**src/rtl/id_ex_stage_if.sv**
```systemverilog
// ---------------------------------------------------------------------------
// id_ex_stage_if
// Groups every data and control signal of the ID->EX pipeline stage.
//
// Signal groups:
//   decode side    : id_valid, id_uses_rs1, id_uses_rs2, id_use_imm,
//                    id_reg_write, id_mem_read, id_rs1_addr, id_rs2_addr,
//                    id_rd_addr, id_rs1_data, id_rs2_data, id_imm, id_alu_ctrl
//   control        : flush (squash the instruction entering EX)
//   downstream     : exmem_reg_write, exmem_rd_addr, exmem_alu_data,
//                    memwb_reg_write, memwb_rd_addr, memwb_wb_data
//   stage outputs  : stall_id, ex_valid, ex_reg_write, ex_mem_read,
//                    ex_rd_addr, rs1_data, rs2_data, ALUCtrl,
//                    ex_store_data, stall_cnt
//
// Modports:
//   master : the surrounding pipeline, drives the stage inputs
//   slave  : the id_ex_stage block itself
// ---------------------------------------------------------------------------
interface id_ex_stage_if;
    logic        id_valid;
    logic        id_uses_rs1;
    logic        id_uses_rs2;
    logic        id_use_imm;
    logic        id_reg_write;
    logic        id_mem_read;
    logic [4:0]  id_rs1_addr;
    logic [4:0]  id_rs2_addr;
    logic [4:0]  id_rd_addr;
    logic [31:0] id_rs1_data;
    logic [31:0] id_rs2_data;
    logic [31:0] id_imm;
    logic [3:0]  id_alu_ctrl;
    logic        flush;
    logic        exmem_reg_write;
    logic        memwb_reg_write;
    logic [4:0]  exmem_rd_addr;
    logic [4:0]  memwb_rd_addr;
    logic [31:0] exmem_alu_data;
    logic [31:0] memwb_wb_data;
    logic        stall_id;
    logic        ex_valid;
    logic        ex_reg_write;
    logic        ex_mem_read;
    logic [4:0]  ex_rd_addr;
    logic [31:0] rs1_data;
    logic [31:0] rs2_data;
    logic [3:0]  ALUCtrl;
    logic [31:0] ex_store_data;
    logic [15:0] stall_cnt;

    modport master (
        output id_valid, id_uses_rs1, id_uses_rs2, id_use_imm, id_reg_write,
               id_mem_read, id_rs1_addr, id_rs2_addr, id_rd_addr, id_rs1_data,
               id_rs2_data, id_imm, id_alu_ctrl, flush, exmem_reg_write,
               memwb_reg_write, exmem_rd_addr, memwb_rd_addr, exmem_alu_data,
               memwb_wb_data,
        input  stall_id, ex_valid, ex_reg_write, ex_mem_read, ex_rd_addr,
               rs1_data, rs2_data, ALUCtrl, ex_store_data, stall_cnt
    );

    modport slave (
        input  id_valid, id_uses_rs1, id_uses_rs2, id_use_imm, id_reg_write,
               id_mem_read, id_rs1_addr, id_rs2_addr, id_rd_addr, id_rs1_data,
               id_rs2_data, id_imm, id_alu_ctrl, flush, exmem_reg_write,
               memwb_reg_write, exmem_rd_addr, memwb_rd_addr, exmem_alu_data,
               memwb_wb_data,
        output stall_id, ex_valid, ex_reg_write, ex_mem_read, ex_rd_addr,
               rs1_data, rs2_data, ALUCtrl, ex_store_data, stall_cnt
    );
endinterface

```
**src/rtl/id_ex_stage.sv**
```systemverilog
// ---------------------------------------------------------------------------
// id_ex_stage
// ID->EX pipeline register with hazard detection, operand forwarding and a
// saturating stall counter.
//
// Ports:
//   clk  : sole clock, all state updates on the rising edge
//   rst  : asynchronous active-low reset, clears all state
//   bus  : id_ex_stage_if.slave, decode inputs, flush, downstream writeback
//          info, EX-stage outputs, stall_id and stall_cnt
//
// Configuration macro FORWARD_EN:
//   defined   : EX/MEM and MEM/WB results are forwarded into the EX operands;
//               decode stalls only on a load-use hazard against EX.
//   undefined : operands come straight from the pipeline register; decode
//               stalls on any match against EX or EX/MEM (MEM/WB matches are
//               resolved by register-file write-through).
// ---------------------------------------------------------------------------
module id_ex_stage (
    input  logic          clk,
    input  logic          rst,
    id_ex_stage_if.slave  bus
);

    logic        ex_valid_q;
    logic [4:0]  ex_rs1_addr_q;
    logic [4:0]  ex_rs2_addr_q;
    logic [31:0] ex_rs1_data_q;
    logic [31:0] ex_rs2_data_q;
    logic [31:0] ex_imm_q;
    logic        ex_use_imm_q;
    logic [3:0]  ex_alu_ctrl_q;
    logic [4:0]  ex_rd_q;
    logic        ex_reg_write_q;
    logic        ex_mem_read_q;
    logic [15:0] stall_cnt_q;

    logic        id_rs1_live;
    logic        id_rs2_live;
    logic        ex_writer;
    logic        hits_ex;
    logic        hazard;
    logic        stall;
    logic [31:0] fwd_rs1;
    logic [31:0] fwd_rs2;

    // A decode source only counts if the instruction is real, actually reads
    // that register, and the register is not x0.
    assign id_rs1_live = bus.id_valid && bus.id_uses_rs1 && (bus.id_rs1_addr != 5'd0);
    assign id_rs2_live = bus.id_valid && bus.id_uses_rs2 && (bus.id_rs2_addr != 5'd0);
    assign ex_writer   = ex_valid_q && ex_reg_write_q;
    assign hits_ex     = ex_writer &&
                         ((id_rs1_live && (bus.id_rs1_addr == ex_rd_q)) ||
                          (id_rs2_live && (bus.id_rs2_addr == ex_rd_q)));

`ifdef FORWARD_EN
    // Only a load in EX cannot be forwarded in time.
    assign hazard = hits_ex && ex_mem_read_q;

    // EX/MEM is the younger result and therefore wins over MEM/WB.
    always_comb begin
        fwd_rs1 = ex_rs1_data_q;
        if ((ex_rs1_addr_q != 5'd0) && bus.exmem_reg_write &&
            (ex_rs1_addr_q == bus.exmem_rd_addr)) begin
            fwd_rs1 = bus.exmem_alu_data;
        end else if ((ex_rs1_addr_q != 5'd0) && bus.memwb_reg_write &&
                     (ex_rs1_addr_q == bus.memwb_rd_addr)) begin
            fwd_rs1 = bus.memwb_wb_data;
        end
    end

    always_comb begin
        fwd_rs2 = ex_rs2_data_q;
        if ((ex_rs2_addr_q != 5'd0) && bus.exmem_reg_write &&
            (ex_rs2_addr_q == bus.exmem_rd_addr)) begin
            fwd_rs2 = bus.exmem_alu_data;
        end else if ((ex_rs2_addr_q != 5'd0) && bus.memwb_reg_write &&
                     (ex_rs2_addr_q == bus.memwb_rd_addr)) begin
            fwd_rs2 = bus.memwb_wb_data;
        end
    end
`else
    logic hits_exmem;
    logic unused_fwd_inputs;

    assign hits_exmem = bus.exmem_reg_write &&
                        ((id_rs1_live && (bus.id_rs1_addr == bus.exmem_rd_addr)) ||
                         (id_rs2_live && (bus.id_rs2_addr == bus.exmem_rd_addr)));
    assign hazard     = hits_ex || hits_exmem;
    assign fwd_rs1    = ex_rs1_data_q;
    assign fwd_rs2    = ex_rs2_data_q;

    // Results and MEM/WB info are only needed when forwarding is built in.
    assign unused_fwd_inputs = ^{bus.exmem_alu_data, bus.memwb_reg_write,
                                 bus.memwb_rd_addr, bus.memwb_wb_data,
                                 ex_rs1_addr_q, ex_rs2_addr_q};
`endif

    // A flush squashes the entering instruction anyway, so never stall on it.
    assign stall = hazard && !bus.flush;

    // Pipeline register and stall counter. A bubble clears only the
    // qualifiers; the remaining fields keep their previous contents.
    always_ff @(posedge clk or negedge rst) begin
        if (!rst) begin
            ex_valid_q     <= 1'b0;
            ex_rs1_addr_q  <= 5'd0;
            ex_rs2_addr_q  <= 5'd0;
            ex_rs1_data_q  <= 32'd0;
            ex_rs2_data_q  <= 32'd0;
            ex_imm_q       <= 32'd0;
            ex_use_imm_q   <= 1'b0;
            ex_alu_ctrl_q  <= 4'd0;
            ex_rd_q        <= 5'd0;
            ex_reg_write_q <= 1'b0;
            ex_mem_read_q  <= 1'b0;
            stall_cnt_q    <= 16'd0;
        end else begin
            if (bus.flush || stall) begin
                ex_valid_q     <= 1'b0;
                ex_reg_write_q <= 1'b0;
                ex_mem_read_q  <= 1'b0;
            end else begin
                ex_valid_q     <= bus.id_valid;
                ex_rs1_addr_q  <= bus.id_rs1_addr;
                ex_rs2_addr_q  <= bus.id_rs2_addr;
                ex_rs1_data_q  <= bus.id_rs1_data;
                ex_rs2_data_q  <= bus.id_rs2_data;
                ex_imm_q       <= bus.id_imm;
                ex_use_imm_q   <= bus.id_use_imm;
                ex_alu_ctrl_q  <= bus.id_alu_ctrl;
                ex_rd_q        <= bus.id_rd_addr;
                ex_reg_write_q <= bus.id_reg_write;
                ex_mem_read_q  <= bus.id_mem_read;
            end
            if (stall && (stall_cnt_q != 16'hFFFF)) begin
                stall_cnt_q <= stall_cnt_q + 16'd1;
            end
        end
    end

    assign bus.stall_id      = stall;
    assign bus.ex_valid      = ex_valid_q;
    assign bus.ex_reg_write  = ex_reg_write_q;
    assign bus.ex_mem_read   = ex_mem_read_q;
    assign bus.ex_rd_addr    = ex_rd_q;
    assign bus.rs1_data      = fwd_rs1;
    assign bus.rs2_data      = ex_use_imm_q ? ex_imm_q : fwd_rs2;
    assign bus.ALUCtrl       = ex_alu_ctrl_q;
    assign bus.ex_store_data = fwd_rs2;
    assign bus.stall_cnt     = stall_cnt_q;

endmodule
```
**src/flat_wrapper.sv**
```systemverilog
// flat-port wrapper written by rule: the top's interface ports become plain ports
module id_ex_stage_flat 
  (clk, rst, bus_id_valid, bus_id_uses_rs1, bus_id_uses_rs2, bus_id_use_imm, bus_id_reg_write, bus_id_mem_read, bus_id_rs1_addr, bus_id_rs2_addr, bus_id_rd_addr, bus_id_rs1_data, bus_id_rs2_data, bus_id_imm, bus_id_alu_ctrl, bus_flush, bus_exmem_reg_write, bus_memwb_reg_write, bus_exmem_rd_addr, bus_memwb_rd_addr, bus_exmem_alu_data, bus_memwb_wb_data, bus_stall_id, bus_ex_valid, bus_ex_reg_write, bus_ex_mem_read, bus_ex_rd_addr, bus_rs1_data, bus_rs2_data, bus_ALUCtrl, bus_ex_store_data, bus_stall_cnt);
  id_ex_stage_if bus_i ();
  input  logic clk;
  input  logic rst;
  input wire logic [$bits(bus_i.id_valid)-1:0] bus_id_valid;
  input wire logic [$bits(bus_i.id_uses_rs1)-1:0] bus_id_uses_rs1;
  input wire logic [$bits(bus_i.id_uses_rs2)-1:0] bus_id_uses_rs2;
  input wire logic [$bits(bus_i.id_use_imm)-1:0] bus_id_use_imm;
  input wire logic [$bits(bus_i.id_reg_write)-1:0] bus_id_reg_write;
  input wire logic [$bits(bus_i.id_mem_read)-1:0] bus_id_mem_read;
  input wire logic [$bits(bus_i.id_rs1_addr)-1:0] bus_id_rs1_addr;
  input wire logic [$bits(bus_i.id_rs2_addr)-1:0] bus_id_rs2_addr;
  input wire logic [$bits(bus_i.id_rd_addr)-1:0] bus_id_rd_addr;
  input wire logic [$bits(bus_i.id_rs1_data)-1:0] bus_id_rs1_data;
  input wire logic [$bits(bus_i.id_rs2_data)-1:0] bus_id_rs2_data;
  input wire logic [$bits(bus_i.id_imm)-1:0] bus_id_imm;
  input wire logic [$bits(bus_i.id_alu_ctrl)-1:0] bus_id_alu_ctrl;
  input wire logic [$bits(bus_i.flush)-1:0] bus_flush;
  input wire logic [$bits(bus_i.exmem_reg_write)-1:0] bus_exmem_reg_write;
  input wire logic [$bits(bus_i.memwb_reg_write)-1:0] bus_memwb_reg_write;
  input wire logic [$bits(bus_i.exmem_rd_addr)-1:0] bus_exmem_rd_addr;
  input wire logic [$bits(bus_i.memwb_rd_addr)-1:0] bus_memwb_rd_addr;
  input wire logic [$bits(bus_i.exmem_alu_data)-1:0] bus_exmem_alu_data;
  input wire logic [$bits(bus_i.memwb_wb_data)-1:0] bus_memwb_wb_data;
  output wire logic [$bits(bus_i.stall_id)-1:0] bus_stall_id;
  output wire logic [$bits(bus_i.ex_valid)-1:0] bus_ex_valid;
  output wire logic [$bits(bus_i.ex_reg_write)-1:0] bus_ex_reg_write;
  output wire logic [$bits(bus_i.ex_mem_read)-1:0] bus_ex_mem_read;
  output wire logic [$bits(bus_i.ex_rd_addr)-1:0] bus_ex_rd_addr;
  output wire logic [$bits(bus_i.rs1_data)-1:0] bus_rs1_data;
  output wire logic [$bits(bus_i.rs2_data)-1:0] bus_rs2_data;
  output wire logic [$bits(bus_i.ALUCtrl)-1:0] bus_ALUCtrl;
  output wire logic [$bits(bus_i.ex_store_data)-1:0] bus_ex_store_data;
  output wire logic [$bits(bus_i.stall_cnt)-1:0] bus_stall_cnt;
  assign bus_i.id_valid = bus_id_valid;
  assign bus_i.id_uses_rs1 = bus_id_uses_rs1;
  assign bus_i.id_uses_rs2 = bus_id_uses_rs2;
  assign bus_i.id_use_imm = bus_id_use_imm;
  assign bus_i.id_reg_write = bus_id_reg_write;
  assign bus_i.id_mem_read = bus_id_mem_read;
  assign bus_i.id_rs1_addr = bus_id_rs1_addr;
  assign bus_i.id_rs2_addr = bus_id_rs2_addr;
  assign bus_i.id_rd_addr = bus_id_rd_addr;
  assign bus_i.id_rs1_data = bus_id_rs1_data;
  assign bus_i.id_rs2_data = bus_id_rs2_data;
  assign bus_i.id_imm = bus_id_imm;
  assign bus_i.id_alu_ctrl = bus_id_alu_ctrl;
  assign bus_i.flush = bus_flush;
  assign bus_i.exmem_reg_write = bus_exmem_reg_write;
  assign bus_i.memwb_reg_write = bus_memwb_reg_write;
  assign bus_i.exmem_rd_addr = bus_exmem_rd_addr;
  assign bus_i.memwb_rd_addr = bus_memwb_rd_addr;
  assign bus_i.exmem_alu_data = bus_exmem_alu_data;
  assign bus_i.memwb_wb_data = bus_memwb_wb_data;
  assign bus_stall_id = bus_i.stall_id;
  assign bus_ex_valid = bus_i.ex_valid;
  assign bus_ex_reg_write = bus_i.ex_reg_write;
  assign bus_ex_mem_read = bus_i.ex_mem_read;
  assign bus_ex_rd_addr = bus_i.ex_rd_addr;
  assign bus_rs1_data = bus_i.rs1_data;
  assign bus_rs2_data = bus_i.rs2_data;
  assign bus_ALUCtrl = bus_i.ALUCtrl;
  assign bus_ex_store_data = bus_i.ex_store_data;
  assign bus_stall_cnt = bus_i.stall_cnt;
  id_ex_stage u_core (.clk(clk), .rst(rst), .bus(bus_i));
endmodule
```
**config.mk**
```make
export PLATFORM = sky130hd
export DESIGN_NAME = id_ex_stage_flat
export DESIGN_NICKNAME = d
export VERILOG_FILES = /design/src/rtl/id_ex_stage_if.sv /design/src/rtl/id_ex_stage.sv /design/src/flat_wrapper.sv
export SDC_FILE = /design/constraint.sdc
export NUM_CORES = 1
export LEC_CHECK = 0
export BUFFER_PORTS_ARGS = -buffer_cell sky130_fd_sc_hd__buf_2
export CELL_PAD_IN_SITES_DETAIL_PLACEMENT = 0
export CELL_PAD_IN_SITES_GLOBAL_PLACEMENT = 1
export CORE_MARGIN = 4
export CORE_UTILIZATION = 37
export CTS_BUF_LIST = sky130_fd_sc_hd__clkbuf_8
export DETAILED_ROUTE_END_ITERATION = 10
export PLACE_DENSITY_LB_ADDON = 0.05
export SLEW_MARGIN = 10
export SYNTH_ARGS = -nofsm -noshare
export SYNTH_HDL_FRONTEND = slang
export SYNTH_SLANG_ARGS = --single-unit
```
**constraint.sdc**
```tcl
create_clock -name clk -period 4.1 [get_ports clk]
set_clock_uncertainty 0.05 [all_clocks]
set_input_delay 0.82 -clock clk [delete_from_list [all_inputs] [get_ports clk]]
set_output_delay 0.82 -clock clk [all_outputs]
set_load 0.03 [all_outputs]
```
==> impl_results.md <==
* Gate Count Post-Synth at 381
* Clock power share at 0.334
* Final net count at 842
* Sw Ratio at 0.300
* Max_slew headroom at 0.430
* RSZ-0062 raised after global routing: no
* Reg clk slew, reported paths at 0.06 ns
* Routability cong. at 0.820
* Clock sink total at 125
* Tmin final at 3.30 ns
* Hold Crit Class: input pin to asynchronous set/reset pin
* Critical path arrival at 2.43 ns
* Worst skew pair latency at 0.42 ns
* Avg Cell Area, Syn at 14.4 sq um
* Row cnt at 44
* Die Width at 130 microns
* Drt pass-1 iters at 4
* Max-Cap Viols at 0
* Critical Path Max Stage Delay at 0.53 ns
* Filler cell count at 1344
* Critical path's most frequent cell: buf_2
* Final ANT Viol Nets at 0
* Postcts setup bufs at 0
* Post-synthesis sequential area ratio at 0.569
* Post-route cell area at 0.00737 sq mm
* Synth warnings at 0
* CTS Buf Count at 17
* Syn nets at 582
* CTS Buffer Depth at 2
* Total Routing Usage GR at 0.161
* Initial Util at 0.378
* Area Overhead vs Synth at 34.1%
* CP Class: input pin to output pin
* Outcome: completed
* Placed Area at 0.00696 sq mm
* Critical-path cell list: buf_2 > or4_1 > o211ai_1 > o22ai_1 > a32oi_1 > inv_1 > buf_2
* Top delay family on crit path: compound AO/OA/AOI/OAI gates
* Worst VDD drop at 220 uV
* Fin crit share at 0.805
* DIE AREA at 0.0169 sq mm
* Global-route wire length before repair at 20900 microns
* Vert. Die Dim at 130 microns
* Hold Buf Count CTS at 0
* Hpwl dp at 10200 microns
* Worst setup SP type: input pin
* Slew Limit Fails at 0
* Netlist cell types at 26
* CTS root buf: clkbuf_8
* Total buffers and inverters traversed by the critical path at 3
* Core area at 0.0145 sq mm
* Via count at 3918
* Number of global-route vias before repair at 4168
* Largest net degree at the start of global routing at 67
* CTS H-tree lvls at 4
* Worst slew pin tran at 0.854 ns
* Vias per inst at 4.68
* P_leak at 3.67 nW
* Share of cells above drive strength 1 at 0.655
* Sw power at 0.000992 W
* IO Port Bufs at 254
* FMAX at 303 MHz
* Final WL at 13500 microns
* Initial antenna violation count at 0
* Remaining global-route overflow at 0
* Combinational Power Share at 0.234
* Setup TNS at 0 ns
* CTS tree: built
* Iteration-0 DRC Markers at 91
* Pwr per Cell Area at 448 mW/mm^2
* Top Ports at 325
* Total power at 0.00330 W
* Final hold violations at 0
* Crit Path Max Fanout at 3
* Antenna diodes at 0
* Crit end category: output pin
* Mapped Area at 0.00550 sq mm
* Required time worst endpoint at 3.23 ns
* Final setup viols at 0
* DR WL/cell at 16.1 microns
* CP max-delay cell: or4_1
* Register share of total power at 0.432
* Post-CTS sizing at 0
* Internal power at 0.00231 W
* Register bit count reported by yosys at 125
* DRC viols at 0
==> logic make-up (layout without fill, tap and decap cells) <==
| logic type | count (synthesis) | count (layout) | synth area share |
|---|---|---|---|
| AOI/OAI and AO/OA | 6 | 6 | 0.00842 |
| and+or+nand+nor | 52 | 52 | 0.0521 |
| muxes | 141 | 141 | 0.294 |
| buffers and inverters | 23 | 295 | 0.0219 |
| DFF | 125 | 125 | 0.569 |
| adders and majority gates | 1 | 1 | 0.00228 |
| xor gates and xnor gates | 33 | 33 | 0.0526 |
==> synthesized netlist by cell type (all sizes together) <==
master,count,area share
dfrtp,125,0.57
nand3,8,0.0073
ha,1,0.0023
or4,2,0.0027
a32oi,1,0.0016
xor2,25,0.040
nand2b,2,0.0036
xnor2,8,0.013
nand4b,1,0.0016
clkbuf,6,0.0041
buf,12,0.014
nor4,3,0.0034
nand4,4,0.0046
mux2,141,0.29
a32o,1,0.0018
inv,5,0.0034
and3,5,0.0057
nand2,5,0.0034
nor3b,4,0.0055
o211ai,2,0.0027
nor3,9,0.0082
o22ai,2,0.0023
nor2,9,0.0061
==> flip-flops by register name, summed over array words and instances (netlist names) <==
register / flops
u_core.bus.ex_reg_write: 1
u_core.bus.ex_valid: 1
u_core.bus.ex_store_data: 32
u_core.bus.rs1_data: 32
u_core.bus.ex_mem_read: 1
u_core.bus.stall_cnt: 16
u_core.bus.ex_rd_addr: 5
u_core.ex_imm_q: 32
u_core.ex_use_imm_q: 1
u_core.bus.ALUCtrl: 4
==> through the flow <==
stage	setup slack, ns	instances	utilization	hold slack (ns)
floorplan	0.706	381	-	0.424
detailed placement	0.777	806	0.479	0.438
global route	0.667	837	0.507	0.461
finish	0.799	837	0.507	0.435
global placement	0.813	806	0.479	0.428
CTS	0.777	837	0.507	0.453
==> power groups by stage <==
| stage | Clock [W] | Combinational (W) | Sequential (W) |
|---|---|---|---|
| global route | 0.00120 | 0.000827 | 0.00144 |
| detailed placement | 0 | 0.000785 | 0.00145 |
| finish | 0.00110 | 0.000772 | 0.00143 |
| CTS | 0.00115 | 0.000787 | 0.00143 |
| floorplan | 0 | 0.000352 | 0.00160 |
| global placement | 0 | 0.000781 | 0.00144 |
==> routing by layer <==
layer	GRT usage	vias to the layer above	routed length, microns
met1	0.182	1866	5080
li1	-	1873	-
met5	0	-	0
met4	0.0672	0	293
met3	0.0688	24	1320
met2	0.268	155	6810
==> cell usage in the layout (no fill, tap or decap), drive strengths merged <==
master and count:
o211ai 2, inv 9, bufinv 3, nor3b 4, a32oi 1, nor4 3
nor3 9, or4 2, nand2b 2, nand3 8, clkbuf 21, dfrtp 125
o22ai 2, nand4 4, nand4b 1, mux2 141, and3 5, a32o 1
clkinvlp 1, ha 1, nor2 9, clkinv 2, nand2 5, buf 259
xor2 25, xnor2 8
==> path summary, 6_finish.rpt <==
check / start / to / slack, ns / cells past startpoint
setup / recovery: bus_id_rs1_addr[0] / bus_stall_id / 0.80 / 7
hold / removal: rst / u_core.bus.stall_cnt[11]$_DFFE_PN0P_ / 0.44 / 1
setup reg to reg: u_core.bus.ex_rd_addr[2]$_DFFE_PN0N_ / u_core.bus.ex_store_data[18]$_DFFE_PN0N_ / 1.39 / 8
hold reg to reg: u_core.bus.rs1_data[31]$_DFFE_PN0N_ / u_core.bus.rs1_data[31]$_DFFE_PN0N_ / 0.45 / 1
max in group asynchronous: rst / u_core.bus.ex_store_data[17]$_DFFE_PN0N_ / 2.72 / 2
min in group clk: u_core.bus.rs1_data[31]$_DFFE_PN0N_ / u_core.bus.rs1_data[31]$_DFFE_PN0N_ / 0.45 / 1
==> layout make-up <==
cell class / instances / area (sq um) / share of cell area
Inverter: 5 / 18.8 / 0.00255
Clock inverter: 10 / 123 / 0.0166
Sequential cell: 125 / 3130 / 0.424
Clock buffer: 21 / 289 / 0.0392
Multi-Input combinational cell: 233 / 2250 / 0.305
Tap cell: 184 / 230 / 0.0312
Timing Repair Buffer: 259 / 1340 / 0.181
Note: power is estimated with default switching activity, not from simulation.
